`config.mk`:
```
export PLATFORM = sky130hd
export DESIGN_NAME = wb_write_buffer
export DESIGN_NICKNAME = d
export VERILOG_FILES = /design/src/rtl/wb_write_buffer_pkg.sv /design/src/rtl/wb_fwd_match.sv /design/src/rtl/wb_write_buffer.sv
export SDC_FILE = /design/constraint.sdc
export NUM_CORES = 1
export LEC_CHECK = 0
export ABC_AREA = 1
export ABC_CLOCK_PERIOD_IN_PS = 4500
export CAP_MARGIN = 10
export CELL_PAD_IN_SITES_DETAIL_PLACEMENT = 1
export CELL_PAD_IN_SITES_GLOBAL_PLACEMENT = 2
export CORE_MARGIN = 2
export CORE_UTILIZATION = 31
export CTS_CLUSTER_SIZE = 10
export DETAILED_ROUTE_END_ITERATION = 8
export PLACE_DENSITY_LB_ADDON = 0.1
export SETUP_SLACK_MARGIN = 0.4
export SKIP_LAST_GASP = 1
export SYNTH_ARGS = -nofsm -noshare
export SYNTH_HDL_FRONTEND = slang
export SYNTH_SLANG_ARGS = --single-unit
```
`constraint.sdc`:
```
create_clock -name clk -period 4.5 [get_ports clk]
set_clock_uncertainty 0.2 [all_clocks]
set_input_delay 0.9 -clock clk [delete_from_list [all_inputs] [get_ports clk]]
set_output_delay 0.9 -clock clk [all_outputs]
set_load 0.02 [all_outputs]
```
`src/rtl/wb_write_buffer_pkg.sv`:
```
// Shared types for the write-back buffer and the register-bank write side.
package wb_write_buffer_pkg;

    localparam int REG_IDX_W = 4;
    localparam int DATA_W    = 32;

    typedef struct packed {
        logic [REG_IDX_W-1:0] addr;
        logic [DATA_W-1:0]    data;
    } wb_entry_t;

endpackage

```
`src/rtl/wb_fwd_match.sv`:
```
// Youngest-match search over pending entries for one register read port.
// Entry 0 is the oldest (head), entry DEPTH-1 the youngest possible.
module wb_fwd_match
    import wb_write_buffer_pkg::*;
#(
    parameter int DEPTH = 4
) (
    input  wb_entry_t [DEPTH-1:0] entries,
    input  logic [DEPTH-1:0]      entry_valid,
    input  logic [REG_IDX_W-1:0]  rd_addr,
    output logic                  hit,
    output logic [DATA_W-1:0]     fwd
);

    // Later (younger) matches overwrite earlier ones, so the youngest wins.
    always_comb begin
        hit = 1'b0;
        fwd = {DATA_W{1'b0}};
        for (int i = 0; i < DEPTH; i++) begin
            if (entry_valid[i] && (entries[i].addr == rd_addr)) begin
                hit = 1'b1;
                fwd = entries[i].data;
            end else begin
                hit = hit;
                fwd = fwd;
            end
        end
    end

endmodule

```
`src/rtl/wb_write_buffer.sv`:
```
// Register write-back FIFO with in-order retirement and read-port forwarding
// of pending data.
module wb_write_buffer
    import wb_write_buffer_pkg::*;
#(
    parameter int DEPTH = 4
) (
    input  logic                   clk,
    input  logic                   reset,
    input  logic                   in_valid,
    output logic                   in_ready,
    input  logic [REG_IDX_W-1:0]   in_addr,
    input  logic [DATA_W-1:0]      in_data,
    input  logic                   wr_stall,
    output logic                   wr_en,
    output logic [REG_IDX_W-1:0]   wr_addr,
    output logic [DATA_W-1:0]      wr_data,
    input  logic [REG_IDX_W-1:0]   rs_addr,
    output logic                   rs_hit,
    output logic [DATA_W-1:0]      rs_fwd,
    input  logic [REG_IDX_W-1:0]   rt_addr,
    output logic                   rt_hit,
    output logic [DATA_W-1:0]      rt_fwd,
    output logic [$clog2(DEPTH):0] count
);

    localparam int PTR_W = $clog2(DEPTH);
    localparam int CNT_W = PTR_W + 1;
    localparam logic [CNT_W-1:0] FULL_CNT = CNT_W'(DEPTH);

    wb_entry_t        mem_q [DEPTH];
    wb_entry_t        mem_d [DEPTH];
    logic [PTR_W-1:0] head_q, head_d;
    logic [PTR_W-1:0] tail_q, tail_d;
    logic [CNT_W-1:0] count_q, count_d;

    logic                  push;
    logic                  pop;
    wb_entry_t [DEPTH-1:0] age_entries;
    logic [DEPTH-1:0]      age_valid;

    // Handshake, retire port and head presentation.
    always_comb begin
        in_ready = !reset && (count_q != FULL_CNT);
        wr_en    = (count_q != {CNT_W{1'b0}}) && !wr_stall;
        push     = in_valid && in_ready;
        pop      = wr_en;
        count    = count_q;
        if (count_q != {CNT_W{1'b0}}) begin
            wr_addr = mem_q[head_q].addr;
            wr_data = mem_q[head_q].data;
        end else begin
            wr_addr = {REG_IDX_W{1'b0}};
            wr_data = {DATA_W{1'b0}};
        end
    end

    // Next-state for pointers, occupancy and storage.
    always_comb begin
        head_d  = head_q;
        tail_d  = tail_q;
        count_d = count_q;
        mem_d   = mem_q;
        if (push) begin
            mem_d[tail_q] = '{addr: in_addr, data: in_data};
            tail_d        = tail_q + PTR_W'(1'b1);
        end else begin
            tail_d = tail_q;
        end
        if (pop) begin
            head_d = head_q + PTR_W'(1'b1);
        end else begin
            head_d = head_q;
        end
        case ({push, pop})
            2'b10:   count_d = count_q + CNT_W'(1'b1);
            2'b01:   count_d = count_q - CNT_W'(1'b1);
            default: count_d = count_q;
        endcase
    end

    // Control state; reset discards queued entries by clearing the pointers.
    always_ff @(posedge clk) begin
        if (reset) begin
            head_q  <= {PTR_W{1'b0}};
            tail_q  <= {PTR_W{1'b0}};
            count_q <= {CNT_W{1'b0}};
        end else begin
            head_q  <= head_d;
            tail_q  <= tail_d;
            count_q <= count_d;
        end
    end

    // Entry storage needs no reset: occupancy alone decides what is live.
    always_ff @(posedge clk) begin
        mem_q <= mem_d;
    end

    // Present occupied entries oldest-first; forwarding is silenced in reset.
    always_comb begin
        for (int i = 0; i < DEPTH; i++) begin
            age_entries[i] = mem_q[head_q + PTR_W'(i)];
            age_valid[i]   = !reset && (CNT_W'(i) < count_q);
        end
    end

    wb_fwd_match #(.DEPTH(DEPTH)) u_fwd_rs (
        .entries     (age_entries),
        .entry_valid (age_valid),
        .rd_addr     (rs_addr),
        .hit         (rs_hit),
        .fwd         (rs_fwd)
    );

    wb_fwd_match #(.DEPTH(DEPTH)) u_fwd_rt (
        .entries     (age_entries),
        .entry_valid (age_valid),
        .rd_addr     (rt_addr),
        .hit         (rt_hit),
        .fwd         (rt_fwd)
    );

endmodule
```
==> metrics.md <==
| Metric | Value |
|---|---|
| Dpl cell area | 0.0142 sq mm |
| Crit path max-delay family | buffers and inverters |
| Max-Cap Viols | 0 |
| Critical-path top delay cell | dfxtp_4 |
| Hold_ws | 0.345 ns |
| Dominant cell by count in the synthesized netlist | nand2_1 |
| Routed wire length per instance | 19.7 microns |
| Top_reg_cell synth | edfxtp_1 |
| Number of remaining DRC errors | 0 |
| LEAKAGE | 6.79 nW |
| Worst-path maximum fanout | 16 |
| Status | completed |
| Share of layout cells above drive strength 1 | around 14% |
| Switching pwr | between 0.003 and 0.004 W |
| Fin crit period | 4.07 ns |
| Sw frac | between 40% and 50% |
| Top post-synthesis cells by area | edfxtp_1 (37%), nand2_1 (18%), o21ai_0 (11%) |
| Core area | 0.0376 sq mm |
| Die H | 199 microns |
| R2r endpoint | mem_q[51]$_DFFE_PP_ |
| Clk sinks | roughly 150 |
| Die W | 199 microns |
| Startpoint Class | flip-flop |
| First-pass GRT wire length | approximately 75 mm |
| WP buf/inv | 7 |
| Syn Area/Cell | 6.58 sq um |
| FILL cells | 4746 |
| Clk pwr share | 17.8% |
| PD cells | 504 mW/mm^2 |
| Vias | 12607 |
| Total die area | 0.0397 sq mm |
| H-tree level count | 4 |
| Gp weighted congestion | 0.827 |
| Post-synthesis sequential area ratio | 37.8% |
| Hpwl dp | 32.5 mm |
| Synth async-reset ratio | 0% |
| Area growth, synth to finish | 30.0% |
| Row cnt | 71 |
| Largest net degree at the start of global routing | 87 |
| Final ANT Viol Nets | 0 |
| Synth area leader | edfxtp_1 |
| Power share of the combinational group | 60.9% |
| Synth cell types | 32 |
| Net Count, Synth | 1853 |
| RSZ-0062 raised after global routing | true |
| Flop-to-flop setup slack | between 1.5 and 2 ns |
| Fin nets | roughly 2000 |
| Worst setup path start | head_q[0]$_SDFFE_PP0P_ |
| Cell Area, Synth | roughly 0.012 sq mm |
| Worst Setup Path Type | flip-flop to output port |
| Initial DRC count | between 600 and 700 |
| GRT Total Usage | between 20% and 30% |
| Via-per-instance ratio | approximately 5 |
| Worst vdd ir | ~0.27 mV |
| Drt total wl | 49.1 mm |
| Fmax | 0.246 GHz |
| Flops & latches, synth | 151 |
| Rel. slew slack | between 60% and 70% |
| Final Hold Fails | 0 |
| Pwr Total | around 0.0077 W |
| Num CTS Buffers | 17 |
| Reg2reg path depth | 6 |
| Remaining Overflow, GRT | 0 |
| Reg2reg start | count[0]$_SDFFE_PP0P_ |
| First-pass iteration count of the detailed router | 5 |
| Synth top cells by count | nand2_1 (555), o21ai_0 (255), inv_1 (249), nand3_1 (167), edfxtp_1 (144) |
| Post-synth EDFFs | 144 |
| CP max stage delay | 0.39 ns |
| Crit path DAT | 2.97 ns |
| Initial antenna violation count | 1 |
| Most frequent cell on the critical path | buf_4 |
| Initial Utilization | 31.4% |
| HP Start | tail_q[1]$_SDFFE_PP0P_ |
| Vias in the first global route | 12946 |
| Worst Hold Class | flip-flop to flip-flop |
| CTS tree | built |
| Port Buffers | 154 |
| Clock tree buffer depth | 2 |
| WHS Path Cells | 2 |
| Int Pwr | between 0.003 and 0.004 W |
| Fin area | 0.0154 sq mm |
| Tcrit/Tclk final | 90.3% |
| Final setup fails | 0 |
| # IOs | 155 |
| CP cell instances | buf_6 -> buf_8 -> or2_2 -> nand3_2 -> nand2_2 -> xor2_1 -> nand3_1 -> nor2_4 -> buf_4 -> buf_6 -> buf_16 -> buf_4 -> nor2_1 -> nand2_1 -> nand2_2 -> buf_4 |
| Synth warn | 0 |
| Clk slew on worst S/H paths | 0.06 ns |
| Reg power frac | between 20% and 30% |
| Worst Path Required | 3.40 ns |
| Worst Tran Pin Value | 0.554 ns |
| Min-Delay Endpoint | tail_q[1]$_SDFFE_PP0P_ |
| Worst skew pair latency | 0.44 ns |
| Clock root buffer | clkbuf_16 |
| Synth top area share | 36.6% |
| Slew Limit Fails | 0 |
| Post-route core utilization | 40.9% |
| Critical path endpoint category | output port |
| Cells after Synth | 1796 |
state kept, by name, indices dropped and copies added, names as in the netlist:
signal	flops
count	3
mem_q	144
head_q	2
tail_q	2
worst register-to-register path: stages (launching register included):
cell,delay (ns)
dfxtp_1,0.43
inv_1,0.17
ha_1,0.25
a21oi_1,0.20
nand2_1,0.35
nor2_4,0.20
buf_4,0.47
repair_timing:
item	4_1_cts	5_1_grt
gates resized for setup	174	169
cloned	5	4
buffers inserted	26	14
pin swaps	9	14
setup endpoints to repair	67	72
hold buffers	0	0
layer usage:
layer	GRT usage (%)	routed length [microns]
met5	0	0
met4	8.07	1050
met3	3.58	2050
met2	42.6	23400
met1	32.8	22600
per-stage QoR:
step	TNS, ns	setup slack (ns)	instances
floorplan	0	0.741	1796
detailed placement	-2.11	-0.0866	2405
finish	0	0.435	2487
global route	0	0.340	2487
global placement	-0.365	-0.0567	2405
CTS	0	0.287	2468
worst max-delay path by stage:
| stage | depth (start not counted) | end | slack [ns] |
|---|---|---|---|
| after floorplan | 3 | mem_q[0]$_DFFE_PP_ | 0.74 |
| after global placement | 14 | rt_fwd[30] | -0.06 |
| after detailed placement | 14 | rt_fwd[19] | -0.09 |
| after CTS | 16 | rs_fwd[31] | 0.29 |
| after global routing | 16 | rs_fwd[31] | 0.34 |
| final | 16 | rs_fwd[31] | 0.43 |
kinds of logic (layout without fill, tap and decap cells):
kind of cell / after synthesis / count (layout) / share of synthesized area (%)
other: 0 / 1 / 0
flip-flops: 151 / 151 / 37.8
AND/OR/NAND/NOR: 929 / 930 / 33.3
adder cells (fa/ha/maj): 9 / 9 / 0.953
AO/OA/AOI/OAI: 320 / 320 / 13.7
buffers and inverters: 378 / 556 / 13.6
multiplexers: 1 / 1 / 0.0847
XOR/XNOR: 8 / 8 / 0.593
power groups by stage:
| stage | sequential [W] | clock [W] | combinational [W] |
|---|---|---|---|
| after CTS | 0.00165 | 0.00142 | 0.00462 |
| after global routing | 0.00165 | 0.00146 | 0.00517 |
| after global placement | 0.00169 | 0 | 0.00443 |
| final | 0.00165 | 0.00138 | 0.00472 |
| after detailed placement | 0.00169 | 0 | 0.00447 |
| after floorplan | 0.00167 | 0 | 0.00270 |
final cells by class:
| class | instances | area (sq um) | area share [%] |
|---|---|---|---|
| clock buffer | 18 | 429 | 2.79 |
| sequential | 151 | 4470 | 29.1 |
| inverter | 255 | 965 | 6.28 |
| tap | 511 | 639 | 4.16 |
| clock inverter | 14 | 110 | 0.717 |
| timing repair buffer | 269 | 2770 | 18.0 |
| multi-input combinational | 1268 | 5970 | 38.9 |
| antenna | 1 | 2.50 | 0.0163 |
cell usage in the layout, fill, tap and decap left out, types with 10 or more instances in the layout:
cell,instances
nand3_1,162
o21ai_1,48
inv_1,246
a21oi_1,13
clkdlybuf4s50_1,81
buf_2,12
nand4_1,65
edfxtp_1,144
nor2_1,106
o21ai_0,254
nand2_2,22
buf_6,22
clkbuf_2,34
buf_4,71
nor2_4,13
nand2_1,536
buf_12,29
nor2_2,10
clkbuf_16,21
No activity file was read; power rests on OpenSTA's default activity.
